<file path="src/rtl/imem_dmem_arbiter_pkg.sv">
// Request/response types shared by the instruction port, the data port and the memory bus.
package imem_dmem_arbiter_pkg;

    typedef struct packed {
        logic        mem_valid;
        logic        mem_fence;
        logic        mem_spec;
        logic        mem_instr;
        logic [31:0] mem_addr;
        logic [31:0] mem_wdata;
        logic [3:0]  mem_wstrb;
    } mem_in_type;

    typedef struct packed {
        logic [31:0] mem_rdata;
        logic        mem_ready;
    } mem_out_type;

endpackage

</file>
<file path="src/rtl/imem_dmem_arbiter.sv">
// Arbitrates one shared memory port between an instruction and a data requester,
// one outstanding request per port, fixed (data wins) or round-robin priority.
module imem_dmem_arbiter
    import imem_dmem_arbiter_pkg::*;
#(
    parameter int unsigned ARB_MODE = 1
) (
    input  logic        clock,
    input  logic        reset,
    input  mem_in_type  ireq_in,
    output mem_out_type ireq_out,
    input  mem_in_type  dreq_in,
    output mem_out_type dreq_out,
    output mem_in_type  mem_in,
    input  mem_out_type mem_out
);

    typedef enum logic [0:0] {StIdle, StBusy} state_e;

    state_e     state_q, state_d;
    mem_in_type out_q, out_d;
    mem_in_type pend_i_q, pend_i_d;
    mem_in_type pend_d_q, pend_d_d;
    logic       owner_q, owner_d;           // 1: data port owns the bus
    logic       last_grant_q, last_grant_d; // 1: data was granted last

    logic       busy, done, arb;
    logic       i_idle, d_idle, i_acc, d_acc;
    logic       cand_i, cand_d, grant_i, grant_d;
    mem_in_type req_i, req_d;

    assign busy = (state_q == StBusy);
    assign done = busy && mem_out.mem_ready;
    assign arb  = !busy || done;

    // The owner counts as idle in its completion cycle, so it may re-issue immediately.
    assign i_idle = !pend_i_q.mem_valid && !(busy && !owner_q && !done);
    assign d_idle = !pend_d_q.mem_valid && !(busy && owner_q && !done);
    assign i_acc  = ireq_in.mem_valid && i_idle;
    assign d_acc  = dreq_in.mem_valid && d_idle;

    assign cand_i = pend_i_q.mem_valid || i_acc;
    assign cand_d = pend_d_q.mem_valid || d_acc;
    assign req_i  = pend_i_q.mem_valid ? pend_i_q : ireq_in;
    assign req_d  = pend_d_q.mem_valid ? pend_d_q : dreq_in;

    assign grant_d = arb && cand_d && (!cand_i || (ARB_MODE == 0) || !last_grant_q);
    assign grant_i = arb && cand_i && !grant_d;

    always_comb begin
        state_d      = state_q;
        out_d        = out_q;
        owner_d      = owner_q;
        last_grant_d = last_grant_q;
        pend_i_d     = pend_i_q;
        pend_d_d     = pend_d_q;

        if (i_acc) pend_i_d = ireq_in;
        if (d_acc) pend_d_d = dreq_in;

        if (done) state_d = StIdle;

        if (grant_d) begin
            out_d        = req_d;
            owner_d      = 1'b1;
            last_grant_d = 1'b1;
            state_d      = StBusy;
            pend_d_d     = '0;
        end else if (grant_i) begin
            out_d        = req_i;
            owner_d      = 1'b0;
            last_grant_d = 1'b0;
            state_d      = StBusy;
            pend_i_d     = '0;
        end
    end

    always_ff @(posedge clock) begin
        if (!reset) begin
            state_q      <= StIdle;
            out_q        <= '0;
            pend_i_q     <= '0;
            pend_d_q     <= '0;
            owner_q      <= 1'b0;
            last_grant_q <= 1'b0;
        end else begin
            state_q      <= state_d;
            out_q        <= out_d;
            pend_i_q     <= pend_i_d;
            pend_d_q     <= pend_d_d;
            owner_q      <= owner_d;
            last_grant_q <= last_grant_d;
        end
    end

    // Outputs are forced to zero while reset is held, even before the synchronous edge.
    always_comb begin
        mem_in   = '0;
        ireq_out = '0;
        dreq_out = '0;
        if (reset && busy) begin
            mem_in           = out_q;
            mem_in.mem_valid = 1'b1;
            if (mem_out.mem_ready) begin
                if (owner_q) dreq_out = mem_out;
                else         ireq_out = mem_out;
            end
        end
    end

endmodule

</file>
<file path="config.mk">
export PLATFORM = sky130hd
export DESIGN_NAME = imem_dmem_arbiter
export DESIGN_NICKNAME = d
export VERILOG_FILES = /design/src/rtl/imem_dmem_arbiter_pkg.sv /design/src/rtl/imem_dmem_arbiter.sv
export SDC_FILE = /design/constraint.sdc
export NUM_CORES = 1
export LEC_CHECK = 0
export CAP_MARGIN = 40
export CORE_UTILIZATION = 45
export CTS_BUF_LIST = sky130_fd_sc_hd__clkbuf_16
export CTS_CLUSTER_DIAMETER = 30
export DETAILED_ROUTE_END_ITERATION = 8
export PLACE_DENSITY = 0.75
export RECOVER_POWER = 25
export SYNTH_ARGS = -nofsm -noshare
export SYNTH_HDL_FRONTEND = slang
export SYNTH_SLANG_ARGS = --single-unit
</file>
<file path="constraint.sdc">
create_clock -name clock -period 2.16 [get_ports clock]
set_clock_uncertainty 0.15 [all_clocks]
set_input_delay 0.432 -clock clock [delete_from_list [all_inputs] [get_ports clock]]
set_output_delay 0.432 -clock clock [all_outputs]
set_load 0.01 [all_outputs]
</file>
==> flow_summary.toml, run 1 <==
[outcome]
run_status = "complete, but fails checks"
violations = "setup timing"

[pwr]
p_sw_share_pct = 28.8
power_density_of_the_placed_cells_nw_per_um2 = 833
static-leakage-power_nw = 7.89
power_switching_mw = 4.41
power_frac_clock_pct = 46.2
internal-power_mw = 10.9
power.ir.vdd_worst_mv = 0.740
combPwrFrac_pct = 23.8
share_seq_of_total_power_pct = 30.0
report.power.total_mw = 15.3

[sta]
setup_slack_ns = -0.293
setup-violations-final = 252
setup_tns_ns = -38.23
finalWorstPathRequiredPeriod_ns = 2.45
finalHoldViolCount = 0
worstMarginPinSlew_ns = 0.548
total_count_of_max_transition_violations_in_the_final_report = 0
fmax_mhz = 408
min_period_over_period_pct = 114
hold_slack_ns = 0.300
grt_setup_unrepaired = "yes"
max_slew_margin_pct = 63.5

[setup_path]
critical_path_buffers_and_inverters = 7
cp_data_arrival_time_ns = 2.68
timing.setup.critical_path_class = "flop to flop"
critical_path.reg2reg.startpoint = "busy"
timing.critical_path.from_type = "flop"
path_cells = "buf_6 > buf_8 > buf_16 > buf_12 > nand2b_4 > nand2_2 > clkbuf_2 > o21ai_4 > buf_12 > buf_12 > a21oi_1"
cpMaxStageDelayCell = "sky130_fd_sc_hd__a21oi_1"
worst-r2r-setup-slack_ns = -0.29
worstReg2RegEnd = "pend_i_q[60]"
worst_setup_path_startpoint = "busy"
delay_of_the_slowest_cell_on_the_worst_path_ns = 0.45
critical_path_peak_fanout = 34
timing.critical_path.mode_cell = "sky130_fd_sc_hd__buf_12"
worst-endpoint-required_ns = 2.39
worstSetupEndpointType = "flop"
worstRegToRegCells = 11
critical_path.top_delay_family = "buffers and inverters"

[layout]
area_growth_pct = 74.0
area.sequential_um2 = 4360
layout.nets = 1866
fillCellCount = 1425
final_cell_count_no_fill = 2043
area_taken_by_multi_input_logic_gates_um2 = 6830
layout-drive-gt1-share_pct = 37.0
fin_util_pct = 80.5
area_of_all_placed_cells_without_fillers_um2 = 18400

[routing]
route.detailed.vias_per_inst = 5.95
routed_wirelength_um = 49300
count_of_routing_violations_after_the_opening_detailed_route_iteration = 991
wire_per_inst_um = 24.1
drt_pre_antenna_iters = 6
drcViolationCount = 0
via_count = 12151
final_antenna_net_count = 0

[floorplanning]
fp.dieArea_um2 = 24100
fp-row-count = 55
start_util_pct = 46.3
floorplan.core_area_um2 = 22800
num_io_pins = 317
floorplan.die.width_um = 155
die_y_um = 155

[clock_network]
total_clock_buffers_created_by_cts = 49
clk_latency_worst_skew_pair_ns = 0.54
clock_sink_count = 217
cts_max_path_buffers = 3
htreeDepth = 2
path_clk_slew_ns = 0.05
cts_tree = "yes"
cts_root_buf = "sky130_fd_sc_hd__clkbuf_16"
post_cts_hold_buffer_count = 0

[synthesis]
synth_warnings = 0
synth.net_count = 1482
synth.lib_cells_used.distinct = 28
synthesis.area_um2 = 10600
postSynthCellCount = 1303
synthesis.area_per_instance_um2 = 8.12
ys_seq_area_share_pct = 41.1
synth.ff_latch_count = 217

[global_routing]
vias_in_the_first_global_route = 11095
grt-ovfl-total = 0
wire_length_of_the_first_global_routing_pass_um = 61000
grt_antenna_before_repair = 8
grt_util_all_layers_pct = 32.7
grt_max_degree = 74

[place]
placedInstanceArea_um2 = 14600
detailedPlace.worstSlack_ns = -0.529
numPlacedInstances = 1872
place.gp.congestion = 0.852
detailedPlacementHpwl_um = 25000
portBuffers = 316

[min_path]
holdPathStages = 2
hold_path.class = "flop to flop"
worst_hold_startpoint = "pend_d_q[19]"
hold-path-endpoint = "pend_d_q[19]"

[run]
max-cap-violations = 0
cell type report:
| cell class | count | share of cell area, % |
|---|---|---|
| multi-input combinational | 963 | 37.1 |
| timing repair buffer | 454 | 28.4 |
| sequential | 217 | 23.7 |
| clock buffer | 50 | 6.80 |
| tap | 313 | 2.13 |
| clock inverter | 38 | 1.77 |
| antenna | 6 | 0.0816 |
| inverter | 2 | 0.0408 |
power by group through the flow:
| stage | Combinational [mW] | Sequential [mW] | Clock [mW] |
|---|---|---|---|
| global placement | 2.55 | 4.59 | 0 |
| detailed placement | 2.59 | 4.61 | 0 |
| floorplan | 1.38 | 4.55 | 0 |
| CTS | 2.71 | 4.54 | 7.04 |
| global route | 3.80 | 4.62 | 7.32 |
| finish | 3.66 | 4.60 | 7.08 |
routing by layer:
layer | wire length [um] | global-route usage (%)
met5 | 13 | 0
met4 | 3360 | 18.9
met3 | 5030 | 7.91
met2 | 23400 | 57.9
met1 | 17500 | 35.6
synthesized netlist by cell type:
master                        n  area (um^2)
sky130_fd_sc_hd__a211o_1      2         17.5
sky130_fd_sc_hd__a211oi_2     2         25.0
sky130_fd_sc_hd__a21oi_1    143          716
sky130_fd_sc_hd__a311o_1     56          561
sky130_fd_sc_hd__a31oi_1     15         93.8
sky130_fd_sc_hd__and2_1      67          419
sky130_fd_sc_hd__and3_1     128          801
sky130_fd_sc_hd__buf_1        2         7.51
sky130_fd_sc_hd__buf_2       28          140
sky130_fd_sc_hd__buf_6        2         22.5
sky130_fd_sc_hd__clkbuf_1    92          345
sky130_fd_sc_hd__dfxtp_1    217         4340
sky130_fd_sc_hd__inv_1        2         7.51
sky130_fd_sc_hd__mux2_2      71          800
sky130_fd_sc_hd__mux2i_1     56          561
sky130_fd_sc_hd__nand2_1    301         1130
sky130_fd_sc_hd__nand2_2      1         6.26
sky130_fd_sc_hd__nand2b_1     1         6.26
sky130_fd_sc_hd__nor2_1      64          240
sky130_fd_sc_hd__nor2b_1      2         12.5
sky130_fd_sc_hd__o2111ai_1    1         8.76
sky130_fd_sc_hd__o211ai_1    15          113
sky130_fd_sc_hd__o21a_1       1         7.51
sky130_fd_sc_hd__o21ai_0     15         75.1
sky130_fd_sc_hd__o21ai_1      2         10.0
sky130_fd_sc_hd__o31a_1       1         8.76
sky130_fd_sc_hd__or2_0        1         6.26
sky130_fd_sc_hd__or2_2       15         93.8
logic make-up after synthesis:
| kind of cell | synth area share [%] |
|---|---|
| simple gates | 25.7 |
| buf+inv | 4.94 |
| flops | 41.1 |
| compound gates | 15.5 |
| mux | 12.9 |
tightest hold or removal path: stages, from the launching register on:
cell,delay (ns)
sky130_fd_sc_hd__dfxtp_1,0.31
sky130_fd_sc_hd__nand2_2,0.05
sky130_fd_sc_hd__a21oi_1,0.05
cells in the final DEF, fill, tap and decap left out, drive strengths merged, types with 17 or more instances in the layout:
| cell | instances |
|---|---|
| o21ai | 17 |
| a311o | 56 |
| and2 | 67 |
| clkinv | 21 |
| nand2 | 303 |
| clkbuf | 88 |
| a21oi | 143 |
| and3 | 128 |
| dfxtp | 217 |
| clkdlybuf4s50 | 177 |
| nor2 | 64 |
| mux2i | 56 |
| mux2 | 71 |
| buf | 218 |
registers in the layout (all words and copies together) (netlist names):
signal / cells
busy: 1
last_grant_q: 1
out_q: 71
pend_d_q: 72
pend_i_q: 72
worst max-delay path by stage:
stage / end / depth (start not counted)
final: pend_i_q[60] / 11
after global routing: pend_i_q[60] / 11
after CTS: ireq_out[6] / 8
after detailed placement: ireq_out[24] / 6
after global placement: ireq_out[4] / 6
after floorplan: ireq_out[23] / 6
timing repair:
action | in CTS | in global routing
setup endpoints to repair | 138 | 353
buffers inserted | 14 | 27
gates resized for setup | 473 | 410
cloned | 8 | 36
pin swaps | 19 | 142
(Power assumes the default switching activity.)
==> inputs of run 2 (changes only) <==
--- a/config.mk
+++ b/config.mk
@@ -5,12 +5,13 @@
 export SDC_FILE = /design/constraint.sdc
 export NUM_CORES = 1
 export LEC_CHECK = 0
+export ABC_AREA = 1
 export CAP_MARGIN = 40
 export CORE_UTILIZATION = 45
 export CTS_BUF_LIST = sky130_fd_sc_hd__clkbuf_16
 export CTS_CLUSTER_DIAMETER = 30
 export DETAILED_ROUTE_END_ITERATION = 8
-export PLACE_DENSITY = 0.75
+export PLACE_DENSITY = 0.73
 export RECOVER_POWER = 25
 export SYNTH_ARGS = -nofsm -noshare
 export SYNTH_HDL_FRONTEND = slang
==> flow_summary.toml, run 2 <==
[synthesis]
netlist_top_cells_area = "sky130_fd_sc_hd__dfxtp_1 (37%), sky130_fd_sc_hd__nand2_1 (15%), sky130_fd_sc_hd__nand3_1 (12%)"
postSynthCellCount = 1923
synth-main-ff-cell = "sky130_fd_sc_hd__dfxtp_1"
ys_seq_area_share_pct = 37.1
synth.net_count = 2102
post_synth_most_frequent_cells = "sky130_fd_sc_hd__nand2_1 (458), sky130_fd_sc_hd__nand3_1 (287), sky130_fd_sc_hd__nor2_1 (253)"
synth_top_cell_area_share_pct = 37.1
synth.ff_latch_count = 217
synthesis.area_um2 = 11700
synth_warnings = 0
synthesis.area_per_instance_um2 = 6.09
yosysTopAreaCell = "sky130_fd_sc_hd__dfxtp_1"
post-synth-top-count-cell = "sky130_fd_sc_hd__nand2_1"
synth.lib_cells_used.distinct = 22
ys_async_sr_fraction_pct = 0
number_of_flops_mapped_to_enable_cells_by_yosys = 0

[clock_network]
cts_tree = "yes"
clock_sink_count = 217
clk_latency_worst_skew_pair_ns = 0.53
cts_root_buf = "sky130_fd_sc_hd__clkbuf_16"
total_clock_buffers_created_by_cts = 50
cts_max_path_buffers = 3
htreeDepth = 2
path_clk_slew_ns = 0.05

[layout]
fillCellCount = 2255
layout.nets = 2402
most_common_cell_after_layout_fill_and_taps_aside = "sky130_fd_sc_hd__nand2_1"
area_growth_pct = 45.6
area_of_all_placed_cells_without_fillers_um2 = 17000
final_cell_count_no_fill = 2593
layout_common_cells = "sky130_fd_sc_hd__nand2_1 (456), sky130_fd_sc_hd__nand3_1 (287), sky130_fd_sc_hd__inv_1 (245), sky130_fd_sc_hd__dfxtp_1 (213), sky130_fd_sc_hd__nor2_1 (186)"
largestRegisters = "pend_d_q x72, pend_i_q x72, out_q x71"
fin_util_pct = 67.3
layout-drive-gt1-share_pct = 17.4

[routing]
via_count = 13587
routed_wirelength_um = 42000
final_antenna_net_count = 0
wl_met3_um = 2910
drt_pre_antenna_iters = 5
route.detailed.vias_per_inst = 5.24
count_of_routing_violations_after_the_opening_detailed_route_iteration = 890
route.met2.wl_um = 20800
drcViolationCount = 0
routed.top_layer = "met4"
wire_per_inst_um = 16.2
wl_met1_um = 16800

[sta]
finalHoldViolCount = 0
fmax_mhz = 433
finalWorstPathRequiredPeriod_ns = 2.31
setup_slack_ns = -0.152
min_period_over_period_pct = 107
setup_tns_ns = -3.07
grt_setup_unrepaired = "yes"
setup-violations-final = 65
total_count_of_max_transition_violations_in_the_final_report = 0
max_slew_margin_pct = 59.7
worstMarginPinSlew_ns = 0.604
hold_slack_ns = 0.307

[setup_path]
delay_of_the_slowest_cell_on_the_worst_path_ns = 0.36
critical_path_peak_fanout = 8
timing.setup.critical_path_class = "flop to primary output"
critical_path.reg2reg.startpoint = "pend_d_q[71]"
timing.critical_path.from_type = "flop"
worst-endpoint-required_ns = 1.58
worstReg2RegEnd = "out_q[41]"
path_cells = "inv_2 > nor3_4 > buf_6 > clkinv_8 > nor2_1 > buf_2"
worstRegToRegCells = 9
worst-r2r-setup-slack_ns = 0.08
worstSetupEndpointType = "primary output"
cp_data_arrival_time_ns = 1.73
cpMaxStageDelayCell = "sky130_fd_sc_hd__dfxtp_4"

[pwr]
share_seq_of_total_power_pct = 30.3
p_sw_share_pct = 32.3
internal-power_mw = 10.7
static-leakage-power_nw = 8.24
power_switching_mw = 5.13
power_frac_clock_pct = 43.4
power.ir.vdd_worst_mv = 0.660
power_density_of_the_placed_cells_nw_per_um2 = 932
report.power.total_mw = 15.9
combPwrFrac_pct = 26.4

[min_path]
hold-path-endpoint = "pend_d_q[26]"
worst_hold_startpoint = "pend_d_q[26]"
hold_path.class = "flop to flop"
holdPathStages = 2

[floorplanning]
fp.dieArea_um2 = 26700
floorplan.core_area_um2 = 25300
floorplan.die.width_um = 163
start_util_pct = 46.2
num_io_pins = 317
fp-row-count = 58
die_y_um = 163

[global_routing]
grt_util_all_layers_pct = 30.3
grt-ovfl-total = 0
grt_antenna_before_repair = 3
wire_length_of_the_first_global_routing_pass_um = 64000
grt_max_degree = 67
vias_in_the_first_global_route = 12356

[outcome]
violations = "setup timing"
run_status = "complete, but fails checks"

[place]
placedInstanceArea_um2 = 15500
portBuffers = 316
place.gp.congestion = 0.873
numPlacedInstances = 2481
detailedPlacementHpwl_um = 27000
detailedPlace.worstSlack_ns = -0.736

[run]
max-cap-violations = 0
## run 2: cells by family after synthesis
kind of cell | synth area share (%)
AOI/OAI and AO/OA | 9.23
buffers and inverters | 14.1
DFF | 37.1
and+or+nand+nor | 39.6
## run 2: cell type report
type                    instances  area, um^2  share of cell area, %
repair buffers                397        3590                   21.1
multi-input cells            1294        6060                   35.5
inverters                     258         996                   5.84
flip-flops and latches        217        4360                   25.6
repair inverters                5        61.3                  0.360
diodes                          3        7.51                 0.0441
clock inverters                39         309                   1.81
clock buffers                  50        1250                   7.34
well taps                     330         413                   2.42
## run 2: critical path, delay by kind of cell, from the launching register on
| kind | cells | cell delay, ns |
|---|---|---|
| AND/OR/NAND/NOR | 2 | 0.35 |
| flip-flops | 1 | 0.36 |
| buffers and inverters | 4 | 0.49 |
## run 2: metal layers
| layer | global-route usage, % | vias up |
|---|---|---|
| met5 | 0 | - |
| met4 | 12.9 | 0 |
| met3 | 5.23 | 88 |
| met2 | 54.7 | 589 |
| met1 | 35.0 | 6217 |
| li1 | - | 6693 |
## run 2: how the worst max path moves through the flow
| stage | from | to | depth (start not counted) |
|---|---|---|---|
| 2_1_floorplan | reset | ireq_out[10] | 6 |
| 3_3_place_gp | mem_out[0] | dreq_out[10] | 6 |
| 3_5_place_dp | mem_out[0] | ireq_out[17] | 6 |
| 4_1_cts | busy | ireq_out[9] | 6 |
| 5_1_grt | busy | dreq_out[18] | 6 |
| 6_report | last_grant_q | dreq_out[18] | 6 |
## run 2: what timing repair did
item | CTS | global route
hold buffers | 0 | 0
cloned | 4 | 1
setup endpoints to repair | 138 | 129
buffers inserted | 13 | 3
pin swaps | 3 | 2
gates resized for setup | 447 | 213
## run 2: power by group through the flow
stage / Combinational (mW) / Sequential [mW] / Clock (mW)
after floorplan: 2.57 / 4.78 / 0
after global placement: 4.05 / 4.84 / 0
after detailed placement: 4.13 / 4.86 / 0
after CTS: 4.19 / 4.80 / 6.96
after global routing: 4.63 / 4.85 / 7.17
final: 4.18 / 4.81 / 6.88
==> inputs of run 3 (changes only) <==
--- a/config.mk
+++ b/config.mk
@@ -6,7 +6,7 @@
 export NUM_CORES = 1
 export LEC_CHECK = 0
 export ABC_AREA = 1
-export CAP_MARGIN = 40
+export CAP_MARGIN = 20
 export CORE_UTILIZATION = 45
 export CTS_BUF_LIST = sky130_fd_sc_hd__clkbuf_16
 export CTS_CLUSTER_DIAMETER = 30
==> flow_summary.toml, run 3 (synthesized netlist as in run 2, its figures left out) <==
[sta]
hold_slack_ns = 0.307
setup-violations-final = 76
max_slew_margin_pct = 37.6
fmax_mhz = 430
worstMarginPinSlew_ns = 0.936
finalHoldViolCount = 0
min_period_over_period_pct = 108
finalWorstPathRequiredPeriod_ns = 2.33
total_count_of_max_transition_violations_in_the_final_report = 0
setup_slack_ns = -0.167
grt_setup_unrepaired = "yes"

[setup_path]
worstRegToRegCells = 9
timing.setup.critical_path_class = "flop to primary output"
critical_path.top_delay_family = "buffers and inverters"
critical_path_peak_fanout = 8
critical_path.reg2reg.startpoint = "pend_d_q[71]"
worstSetupPathDepth = 6
cpMaxStageDelayCell = "sky130_fd_sc_hd__dfxtp_4"
critical_path_buffers_and_inverters = 3
cp_data_arrival_time_ns = 1.75
worstReg2RegEnd = "out_q[48]"
path_cells = "nand2_8 > nor3_4 > bufinv_8 > buf_6 > nor2_2 > buf_2"
worst-r2r-setup-slack_ns = -0.01
timing.critical_path.from_type = "flop"
delay_of_the_slowest_cell_on_the_worst_path_ns = 0.37
worstSetupEndpointType = "primary output"
worst-endpoint-required_ns = 1.58

[clock_network]
path_clk_slew_ns = 0.04
htreeDepth = 2
post_cts_hold_buffer_count = 0
total_clock_buffers_created_by_cts = 50
cts_max_path_buffers = 3
clock_sink_count = 217
cts_root_buf = "sky130_fd_sc_hd__clkbuf_16"
cts_tree = "yes"
clk_latency_worst_skew_pair_ns = 0.53

[floorplanning]
fp.dieArea_um2 = 26700
num_io_pins = 317
floorplan.die.width_um = 163
die_y_um = 163
start_util_pct = 46.2
fp-row-count = 58
floorplan.core_area_um2 = 25300

[global_routing]
grt_util_all_layers_pct = 30.8
grt_antenna_before_repair = 4
vias_in_the_first_global_route = 12625
grt-ovfl-total = 0
wire_length_of_the_first_global_routing_pass_um = 65100
grt_max_degree = 76

[layout]
area_of_all_placed_cells_without_fillers_um2 = 17300
layout_common_cells = "sky130_fd_sc_hd__nand2_1 (456), sky130_fd_sc_hd__nand3_1 (287), sky130_fd_sc_hd__inv_1 (238), sky130_fd_sc_hd__dfxtp_1 (213), sky130_fd_sc_hd__nor2_1 (191)"
most_common_cell_after_layout_fill_and_taps_aside = "sky130_fd_sc_hd__nand2_1"
layout.nets = 2406
fillCellCount = 2234
area_growth_pct = 47.8
area.sequential_um2 = 4360
layout-drive-gt1-share_pct = 17.8
largestRegisters = "pend_d_q x72, pend_i_q x72, out_q x71"
area_taken_by_multi_input_logic_gates_um2 = 6030

[min_path]
holdPathStages = 2
worst_hold_startpoint = "pend_d_q[27]"
hold-path-endpoint = "pend_d_q[27]"
hold_path.class = "flop to flop"

[pwr]
static-leakage-power_nw = 8.36
power_density_of_the_placed_cells_nw_per_um2 = 993
power.ir.vdd_worst_mv = 0.640

[outcome]
run_status = "complete, but fails checks"
violations = "setup timing"

[place]
placedInstanceArea_um2 = 15500
detailedPlacementHpwl_um = 26900
place.gp.congestion = 0.873
portBuffers = 316

[routing]
count_of_routing_violations_after_the_opening_detailed_route_iteration = 891
drt_pre_antenna_iters = 5
wire_per_inst_um = 16.4
via_count = 13679
final_antenna_net_count = 0
routed_wirelength_um = 42600
route.detailed.vias_per_inst = 5.26
drcViolationCount = 0

[run]
max-cap-violations = 0
run 3: changes by cell type in the layout (fill, tap and decap cells not counted), moves of 3 or more:
cell and change:
sky130_fd_sc_hd__nor2_4 -3, sky130_fd_sc_hd__buf_2 +6, sky130_fd_sc_hd__bufinv_16 +8, sky130_fd_sc_hd__inv_1 -7
sky130_fd_sc_hd__nor2_1 +5, sky130_fd_sc_hd__clkbuf_16 +3
run 3: worst min-delay path: stages, from the launching register on:
cell and delay, ns:
sky130_fd_sc_hd__dfxtp_1 0.30, sky130_fd_sc_hd__nand2_1 0.06, sky130_fd_sc_hd__a21oi_1 0.05
run 3: power breakdown:
| part | leakage [nW] | switching, mW | internal [mW] |
|---|---|---|---|
| clock | 0.919 | 2.35 | 5.82 |
| sequential | 1.78 | 0.277 | 4.53 |
| combinational | 5.66 | 2.60 | 1.58 |
run 3: per-stage QoR:
step                      std cells  worst slack, ns  setup TNS, ns  utilization (%)  total power [mW]
after floorplan                1923           0.0561              0                -              7.35
final                          2600           -0.167          -5.00             68.3              17.2
after global routing           2600           -0.235         -14.22             68.3              17.9
after global placement         2480           -0.708         -93.68             61.0              8.89
after CTS                      2594           -0.220          -5.82             68.0              17.2
after detailed placement       2480           -0.749        -100.44             61.0              8.99
run 3: what timing repair did:
item,in CTS,in global routing
gates resized for setup,479,171
setup buffers,18,5
endpoints found under the setup margin,138,115
pin swaps,3,4
cloned,5,0
run 3: how the worst max path moves through the flow:
stage                          start      endpoint  slack [ns]
final                           busy  dreq_out[30]       -0.17
after global routing            busy  dreq_out[30]       -0.23
after floorplan                reset  ireq_out[10]        0.06
after global placement    mem_out[0]  dreq_out[10]       -0.71
after CTS                       busy  ireq_out[29]       -0.22
after detailed placement  mem_out[0]  dreq_out[17]       -0.75
run 3: final cells by class:
cell class	count	share of cell area, %
timing repair inverter	5	0.326
timing repair buffer	401	20.7
clock inverter	38	2.97
multi-input combinational	1294	34.9
clock buffer	53	7.67
antenna	4	0.0579
tap	330	2.39
inverter	258	5.76
sequential	217	25.2
run 3: metal layers:
layer | global-route usage (%) | share of wire [%] | vias to the layer above
li1 | - | - | 6702
met1 | 34.8 | 39 | 6314
met2 | 54.9 | 49 | 572
met3 | 5.61 | 7.4 | 91
met4 | 16.1 | 4.0 | 0
met5 | 0 | 0 | -
